--- config.mk ---
export PLATFORM = sky130hd
export DESIGN_NAME = ff_en_arbiter_flat
export DESIGN_NICKNAME = d
export VERILOG_FILES = /design/src/rtl/ff_en_arbiter_pkg.sv /design/src/rtl/ff_en_arbiter_if.sv /design/src/rtl/ff_en_arbiter_rr_pick.sv /design/src/rtl/ff_en_arbiter.sv /design/src/flat_wrapper.sv
export SDC_FILE = /design/constraint.sdc
export NUM_CORES = 1
export LEC_CHECK = 0
export CORE_ASPECT_RATIO = 1.75
export CORE_MARGIN = 2
export CORE_UTILIZATION = 42
export CTS_CLUSTER_SIZE = 14
export DETAILED_ROUTE_END_ITERATION = 6
export PLACE_DENSITY = 0.95
export SLEW_MARGIN = 20
export SYNTH_ARGS = -nofsm -noshare
export SYNTH_HDL_FRONTEND = slang
export SYNTH_SLANG_ARGS = --single-unit
--- constraint.sdc ---
create_clock -name clock -period 5.5 [get_ports clock]
set_input_delay 1.1 -clock clock [delete_from_list [all_inputs] [get_ports clock]]
set_output_delay 1.1 -clock clock [all_outputs]
set_load 0.05 [all_outputs]
--- src/rtl/ff_en_arbiter_pkg.sv ---
// ff_en_arb_pkg: types and constants shared by the ff_en_arbiter slice.
//   arb_state_e   : arbiter FSM state (IDLE, GRANT, BURST)
//   DATA_W_DEF    : default data width, matches the ff_en register
//   MAX_BURST_DEF : default cap on consecutive locked writes
//   CNT_W         : width of the burst counter (MAX_BURST is at most 15)
//   owner_w()     : width of a requester index, clog2(NUM_REQ), at least 1
package ff_en_arb_pkg;

    typedef enum logic [1:0] {
        IDLE  = 2'd0,
        GRANT = 2'd1,
        BURST = 2'd2
    } arb_state_e;

    localparam int DATA_W_DEF    = 10;
    localparam int MAX_BURST_DEF = 4;
    localparam int CNT_W         = 4;

    function automatic int owner_w(input int n);
        return (n <= 2) ? 1 : $clog2(n);
    endfunction

endpackage

--- src/rtl/ff_en_arbiter_if.sv ---
// ff_en_arb_if: requester-side bus of the ff_en write arbiter.
//   req/lock/req_data : driven by the requesters (master modport)
//   gnt/d_in/d_en     : grant and the write presented to the ff_en register
//   owner/busy        : last granted index and burst-in-progress flag
//
// Handshake: req[i] is a level request that stays high until gnt[i] is seen.
// gnt[i] is a one-cycle pulse; in the cycle it is high, d_in/d_en carry that
// requester's word. A requester that still has req[i] high on the following
// edge is making a new request (its next word), not a continuation.
interface ff_en_arb_if
    import ff_en_arb_pkg::*;
#(
    parameter int NUM_REQ = 4,
    parameter int DATA_W  = DATA_W_DEF
);
    localparam int OWNER_W = owner_w(NUM_REQ);

    logic [NUM_REQ-1:0]        req;
    logic [NUM_REQ-1:0]        lock;
    logic [NUM_REQ*DATA_W-1:0] req_data;
    logic [NUM_REQ-1:0]        gnt;
    logic [DATA_W-1:0]         d_in;
    logic                      d_en;
    logic [OWNER_W-1:0]        owner;
    logic                      busy;

    modport master (
        output req, lock, req_data,
        input  gnt, d_in, d_en, owner, busy
    );

    modport slave (
        input  req, lock, req_data,
        output gnt, d_in, d_en, owner, busy
    );

endinterface

--- src/rtl/ff_en_arbiter_rr_pick.sv ---
// rr_pick: combinational rotate-priority encoder.
//   req : request vector
//   ptr : index scanned first; scan order is ptr, ptr+1, ... modulo NUM_REQ
//   win : index of the first set request in scan order
//   vld : at least one request is set
module rr_pick
    import ff_en_arb_pkg::*;
#(
    parameter int NUM_REQ = 4,
    parameter int OWNER_W = owner_w(NUM_REQ)
) (
    input  logic [NUM_REQ-1:0] req,
    input  logic [OWNER_W-1:0] ptr,
    output logic [OWNER_W-1:0] win,
    output logic               vld
);

    int idx;

    // Walk the scan order backwards so the earliest hit is written last.
    always_comb begin
        win = '0;
        vld = 1'b0;
        idx = 0;
        for (int k = NUM_REQ - 1; k >= 0; k--) begin
            idx = int'(ptr) + k;
            if (idx >= NUM_REQ) begin
                idx = idx - NUM_REQ;
            end
            if (req[idx]) begin
                win = OWNER_W'(idx);
                vld = 1'b1;
            end
        end
    end

endmodule

--- src/rtl/ff_en_arbiter.sv ---
// ff_en_arbiter: round-robin arbiter and write sequencer in front of one
// ff_en register. Picks at most one requester per cycle, registers its word
// onto d_in with a one-cycle d_en and gnt pulse.
//   clock     : rising-edge clock
//   rst       : asynchronous active-low reset
//   bus       : ff_en_arb_if slave modport (req/lock/req_data in,
//               gnt/d_in/d_en/owner/busy out)
//   state_dbg : current FSM state
// Build option: define FF_EN_ARB_LOCK_EN to enable lock/BURST handling; when
// undefined, lock is ignored, every grant rotates the pointer, busy is 0.
module ff_en_arbiter
    import ff_en_arb_pkg::*;
#(
    parameter int NUM_REQ   = 4,
    parameter int DATA_W    = DATA_W_DEF,
    parameter int MAX_BURST = MAX_BURST_DEF
) (
    input  logic       clock,
    input  logic       rst,
    ff_en_arb_if.slave bus,
    output arb_state_e state_dbg
);

    localparam int OWNER_W = owner_w(NUM_REQ);

    arb_state_e         state_q, state_d;
    logic [OWNER_W-1:0] ptr_q, ptr_d;
    logic [OWNER_W-1:0] owner_q, owner_d;
    logic [NUM_REQ-1:0] gnt_q, gnt_d;
    logic [DATA_W-1:0]  d_in_q, d_in_d;
    logic               d_en_q, d_en_d;

    logic [OWNER_W-1:0] sel_ptr;
    logic [OWNER_W-1:0] pick_idx;
    logic               pick_vld;
    logic [OWNER_W-1:0] grant_idx;
    logic               do_grant;

`ifdef FF_EN_ARB_LOCK_EN
    logic [CNT_W-1:0]   burst_cnt_q, burst_cnt_d;
    logic               burst_keep;
`else
    logic               unused_lock;
    localparam int UNUSED_MAX_BURST = MAX_BURST;
    assign unused_lock = ^bus.lock;
`endif

    function automatic logic [OWNER_W-1:0] next_idx(input logic [OWNER_W-1:0] i);
        return (int'(i) == NUM_REQ - 1) ? '0 : i + 1'b1;
    endfunction

    // Leaving a burst resumes the scan just after the owner, on the same edge.
    always_comb begin
        sel_ptr = ptr_q;
`ifdef FF_EN_ARB_LOCK_EN
        if (state_q == BURST) begin
            sel_ptr = next_idx(owner_q);
        end
`endif
    end

    rr_pick #(
        .NUM_REQ (NUM_REQ),
        .OWNER_W (OWNER_W)
    ) u_pick (
        .req (bus.req),
        .ptr (sel_ptr),
        .win (pick_idx),
        .vld (pick_vld)
    );

    always_comb begin
        state_d   = state_q;
        ptr_d     = ptr_q;
        owner_d   = owner_q;
        gnt_d     = '0;
        d_in_d    = d_in_q;
        d_en_d    = 1'b0;
        do_grant  = 1'b0;
        grant_idx = pick_idx;
`ifdef FF_EN_ARB_LOCK_EN
        burst_cnt_d = burst_cnt_q;
        burst_keep  = (state_q == BURST) && bus.req[owner_q] &&
                      (burst_cnt_q < CNT_W'(MAX_BURST));
        if (burst_keep) begin
            // Owner keeps the register; the pointer is left untouched.
            do_grant    = 1'b1;
            grant_idx   = owner_q;
            state_d     = BURST;
            burst_cnt_d = burst_cnt_q + 1'b1;
        end else
`endif
        if (pick_vld) begin
            do_grant = 1'b1;
            ptr_d    = next_idx(pick_idx);
            state_d  = GRANT;
`ifdef FF_EN_ARB_LOCK_EN
            burst_cnt_d = '0;
            if (bus.lock[pick_idx]) begin
                state_d     = BURST;
                burst_cnt_d = CNT_W'(1);
            end
`endif
        end else begin
            // sel_ptr already holds owner+1 if a burst just ended.
            state_d = IDLE;
            ptr_d   = sel_ptr;
`ifdef FF_EN_ARB_LOCK_EN
            burst_cnt_d = '0;
`endif
        end

        if (do_grant) begin
            gnt_d[grant_idx] = 1'b1;
            d_in_d           = bus.req_data[grant_idx*DATA_W +: DATA_W];
            d_en_d           = 1'b1;
            owner_d          = grant_idx;
        end
    end

    always_ff @(posedge clock or negedge rst) begin
        if (!rst) begin
            state_q <= IDLE;
            ptr_q   <= '0;
            owner_q <= '0;
            gnt_q   <= '0;
            d_in_q  <= '0;
            d_en_q  <= 1'b0;
        end else begin
            state_q <= state_d;
            ptr_q   <= ptr_d;
            owner_q <= owner_d;
            gnt_q   <= gnt_d;
            d_in_q  <= d_in_d;
            d_en_q  <= d_en_d;
        end
    end

`ifdef FF_EN_ARB_LOCK_EN
    always_ff @(posedge clock or negedge rst) begin
        if (!rst) begin
            burst_cnt_q <= '0;
        end else begin
            burst_cnt_q <= burst_cnt_d;
        end
    end

    assign bus.busy = (state_q == BURST);
`else
    assign bus.busy = 1'b0;
`endif

    assign bus.gnt   = gnt_q;
    assign bus.d_in  = d_in_q;
    assign bus.d_en  = d_en_q;
    assign bus.owner = owner_q;
    assign state_dbg = state_q;

endmodule

--- src/flat_wrapper.sv ---
// flat-port wrapper written by rule: the top's interface ports become plain ports
module ff_en_arbiter_flat import ff_en_arb_pkg::*;
#(
    parameter int NUM_REQ   = 4,
    parameter int DATA_W    = DATA_W_DEF,
    parameter int MAX_BURST = MAX_BURST_DEF
)
  (clock, rst, state_dbg, bus_req, bus_lock, bus_req_data, bus_gnt, bus_d_in, bus_d_en, bus_owner, bus_busy);
  ff_en_arb_if #(.NUM_REQ(NUM_REQ), .DATA_W(DATA_W)) bus_i ();
  input  logic clock;
  input  logic rst;
  output arb_state_e state_dbg;
  input wire logic [$bits(bus_i.req)-1:0] bus_req;
  input wire logic [$bits(bus_i.lock)-1:0] bus_lock;
  input wire logic [$bits(bus_i.req_data)-1:0] bus_req_data;
  output wire logic [$bits(bus_i.gnt)-1:0] bus_gnt;
  output wire logic [$bits(bus_i.d_in)-1:0] bus_d_in;
  output wire logic [$bits(bus_i.d_en)-1:0] bus_d_en;
  output wire logic [$bits(bus_i.owner)-1:0] bus_owner;
  output wire logic [$bits(bus_i.busy)-1:0] bus_busy;
  assign bus_i.req = bus_req;
  assign bus_i.lock = bus_lock;
  assign bus_i.req_data = bus_req_data;
  assign bus_gnt = bus_i.gnt;
  assign bus_d_in = bus_i.d_in;
  assign bus_d_en = bus_i.d_en;
  assign bus_owner = bus_i.owner;
  assign bus_busy = bus_i.busy;
  ff_en_arbiter #(.NUM_REQ(NUM_REQ), .DATA_W(DATA_W), .MAX_BURST(MAX_BURST)) u_core (.clock(clock), .rst(rst), .bus(bus_i), .state_dbg(state_dbg));
endmodule
==> run_results.csv <==
group,metric,value,unit
worst_setup_path,worst-endpoint-required,5640,ps
worst_setup_path,worst_setup_path_start_kind,"primary input",
worst_setup_path,critical_path.max_fanout,23,
floorplanning,initial_utilization,44.0,%
sta,period_minus_slack,3440,ps
routing,drc,0,
sta,finalSetupTns,0,ps
place,finalWeightedCongestion,0.706,
power,netSwitchingPower,0.508,mW
sta,hold_ws,532,ps
logic_synthesis,synthMostInstantiatedCell,"nand2_1",
floorplanning,die_area,3510,µm²
global_route,grt_max_degree,24,
min_path,hold_path.class,"reg2reg",
global_route,grt_antenna_before_repair,0,
routing,detail_route.vias_per_cell,5.52,
power,p_leak,0.768,nW
routing,num_vias,1171,
power,p_clk_share,9.3,%
logic_synthesis,number_of_warning_messages_in_the_yosys_log,0,
logic_synthesis,syn-instance-count,128,
global_route,first_global_vias,1244,
power,combPwrFrac,65.9,%
power,max_rail_drop_vdd,338,µV
power,power.share.switching,50.2,%
floorplanning,die_w,45.7,µm
routing,drtAntennaViolNets,0,
place,placement.io_buffers,63,
logic_synthesis,synthAdderAreaFrac,0.981,%
clock_network,cts_resized,0,
logic_synthesis,synth_edf_count,0,
sta,finClkSkew,1.33,ps
logic_synthesis,postSynth.topFlopCell,"dfrtp_1",
worst_setup_path,worstSetupPathType,"in2reg",
place,dpl_cell_area,1870,µm²
cells_and_area,layout_area_growth_over_synthesis,50.0,%
logic_synthesis,yosys.area.top_type,"dfrtp_1",
clock_network,cts.root.buffer_cell,"clkbuf_8",
clock_network,path_clk_slew,70,ps
clock_network,clock_path_buffers,2,
floorplanning,top_level_port_count,70,
logic_synthesis,part_of_the_yosys_area_used_for_sequential_elements,37.3,%
sta,finalHoldViolations,0,
status,outcome,"complete, no violations",
logic_synthesis,postSynthAreaPerCell,9.96,µm²
logic_synthesis,post_synth_num_cell_types,33,
clock_network,cts_num_sinks,19,
logic_synthesis,netlist_top_cells_area,"dfrtp_1 37%, a311oi_2 12%, a221oi_2 9.4%, nand2_1 6.8%, and2_1 5.9%",
routing,wl_per_cell,15.9,µm
cells_and_area,drive_gt1_share,16.3,%
clock_network,cts_hold_repair.buffers,0,
logic_synthesis,synth_simple_gate_area_share,25.8,%
cells_and_area,nets_finish,236,
sta,rsz0062_at_grt,"false",
cells_and_area,final_cells,212,
sta,slew_viol_final,0,
worst_setup_path,cp_data_arrival_time,3580,ps
power,power-per-cell-area,529,nW/µm²
logic_synthesis,synthDominantCellAreaShare,37.3,%
sta,tightestPinTransition,854,ps
logic_synthesis,xor_xnor_share_of_the_synthesized_area,0,%
clock_network,cts_setup_buffers,0,
floorplanning,chipHeight,76.9,µm
logic_synthesis,combinational_family_with_the_most_area_after_synthesis,"compound AO/OA/AOI/OAI gates",
floorplanning,row_count,26,
routing,routed_wirelength,3370,µm
clock_network,clk_latency,250,ps
logic_synthesis,synthTopCellsByCount,"23 x nand2_1, 19 x dfrtp_1, 13 x nor2_1",
clock_network,htreeDepth,1,
sta,final-setup-viol-count,0,
sta,finalWorstSetupSlack,2060,ps
sta,slew_headroom,42.9,%
power,power.share.sequential,24.8,%
cells_and_area,diodes,0,
logic_synthesis,yosys-mux-area-fraction,0.883,%
logic_synthesis,synthesis.area,1270,µm²
power,internal_cell_power,0.504,mW
global_route,grt_util_all_layers,20.6,%
place,dp_cells,208,
cells_and_area,fin_area,1910,µm²
place,detailedPlacementHpwl,2590,µm
logic_synthesis,synth-async-reset-ratio,100,%
worst_setup_path,cp-end-kind,"flop",
floorplanning,core-area,2900,µm²
power,report.power.total,1.01,mW
global_route,grt.overflow.total,0,
clock_network,tritoncts,"yes",
routing,detail_route.iter0.violations,21,
cells_and_area,postLayoutCoreUtil,66.0,%
sta,layout_worst_path_cycle_share,62.5,%
logic_synthesis,yosys_register_bits,19,
global_route,grt_pass1_wl,5360,µm
routing,firstDrtPassIters,4,
sta,max_freq,291,MHz
logic_synthesis,synth_compound_area_share,26.5,%
place,pre_cts_ws,1780,ps
clock_network,numCtsBuffers,3,
run,maxCapViolCount,0,
cells_and_area,n_fill_cell,250,
## cells in the final DEF, fill, tap and decap left out, drive strengths merged, types with 2 or more instances in the layout
cell type | Yosys | layout
inv | 4 | 4
o21ai | 3 | 3
and2 | 12 | 12
clkdlybuf4s50 | 0 | 63
a221oi | 10 | 10
dfrtp | 19 | 19
nand2b | 3 | 3
nor2 | 14 | 14
nand2 | 23 | 23
and3 | 2 | 2
clkbuf | 3 | 4
a311oi | 10 | 10
nor2b | 3 | 3
conb | 1 | 2
## layout make-up
| class | instances | area [µm²] | share of cell area, % |
|---|---|---|---|
| Inverter | 4 | 15.0 | 0.785 |
| Clock buffer | 4 | 45.0 | 2.36 |
| Tap cell | 28 | 35.0 | 1.83 |
| Timing Repair Buffer | 64 | 638 | 33.4 |
| Sequential cell | 19 | 475 | 24.9 |
| Multi-Input combinational cell | 93 | 703 | 36.8 |
## logic make-up (layout without fill, tap and decap cells)
group,after synthesis,after routing
compound gates,27,27
flops,19,19
fa+ha+maj,1,1
mux,1,1
buf+inv,17,72
other cells,1,2
simple gates,62,62
## metal layers
metal  share of wire [%]  global-route usage [%]  up-vias
li1                    -                       -      561
met1                  37                    21.3      552
met2                  54                    37.3       50
met3                 6.2                    2.35        8
met4                 2.8                    10.3        0
met5                   0                       0        -
## critical path: stages
cell,delay (ps)
clkdlybuf4s50_1,480
or2_1,400
and4_4,240
nor2_4,490
inv_2,260
ha_1,340
mux2_2,250
## registers in the layout, summed over array words and instances, names as in the netlist
name and cells:
u_core.bus.gnt 4, u_core.state_dbg 1, u_core.ptr_q 2, u_core.bus.owner 2, u_core.bus.d_in 10
## power by group through the flow
| stage | clock network, mW | logic (mW) | registers (mW) |
|---|---|---|---|
| after floorplan | 0 | 0.299 | 0.442 |
| after global placement | 0 | 0.657 | 0.247 |
| after detailed placement | 0 | 0.672 | 0.254 |
| after CTS | 0.0972 | 0.674 | 0.252 |
| after global routing | 0.105 | 0.711 | 0.262 |
| final | 0.0941 | 0.667 | 0.251 |
## path summary, 6_finish.rpt
kind | depth (start not counted) | from | slack (ps) | endpoint
max | 7 | bus_req[3] | 2060 | u_core.ptr_q[1]
min | 2 | u_core.bus.owner[0] | 530 | u_core.bus.owner[0]
max reg2reg | 6 | u_core.ptr_q[0] | 3170 | u_core.ptr_q[1]
min reg2reg | 2 | u_core.bus.owner[0] | 530 | u_core.bus.owner[0]
max in group asynchronous | 1 | rst | 3640 | u_core.state_dbg[0]
min in group asynchronous | 1 | rst | 1330 | u_core.bus.d_in[3]
Note: power is estimated with default switching activity, not from simulation.
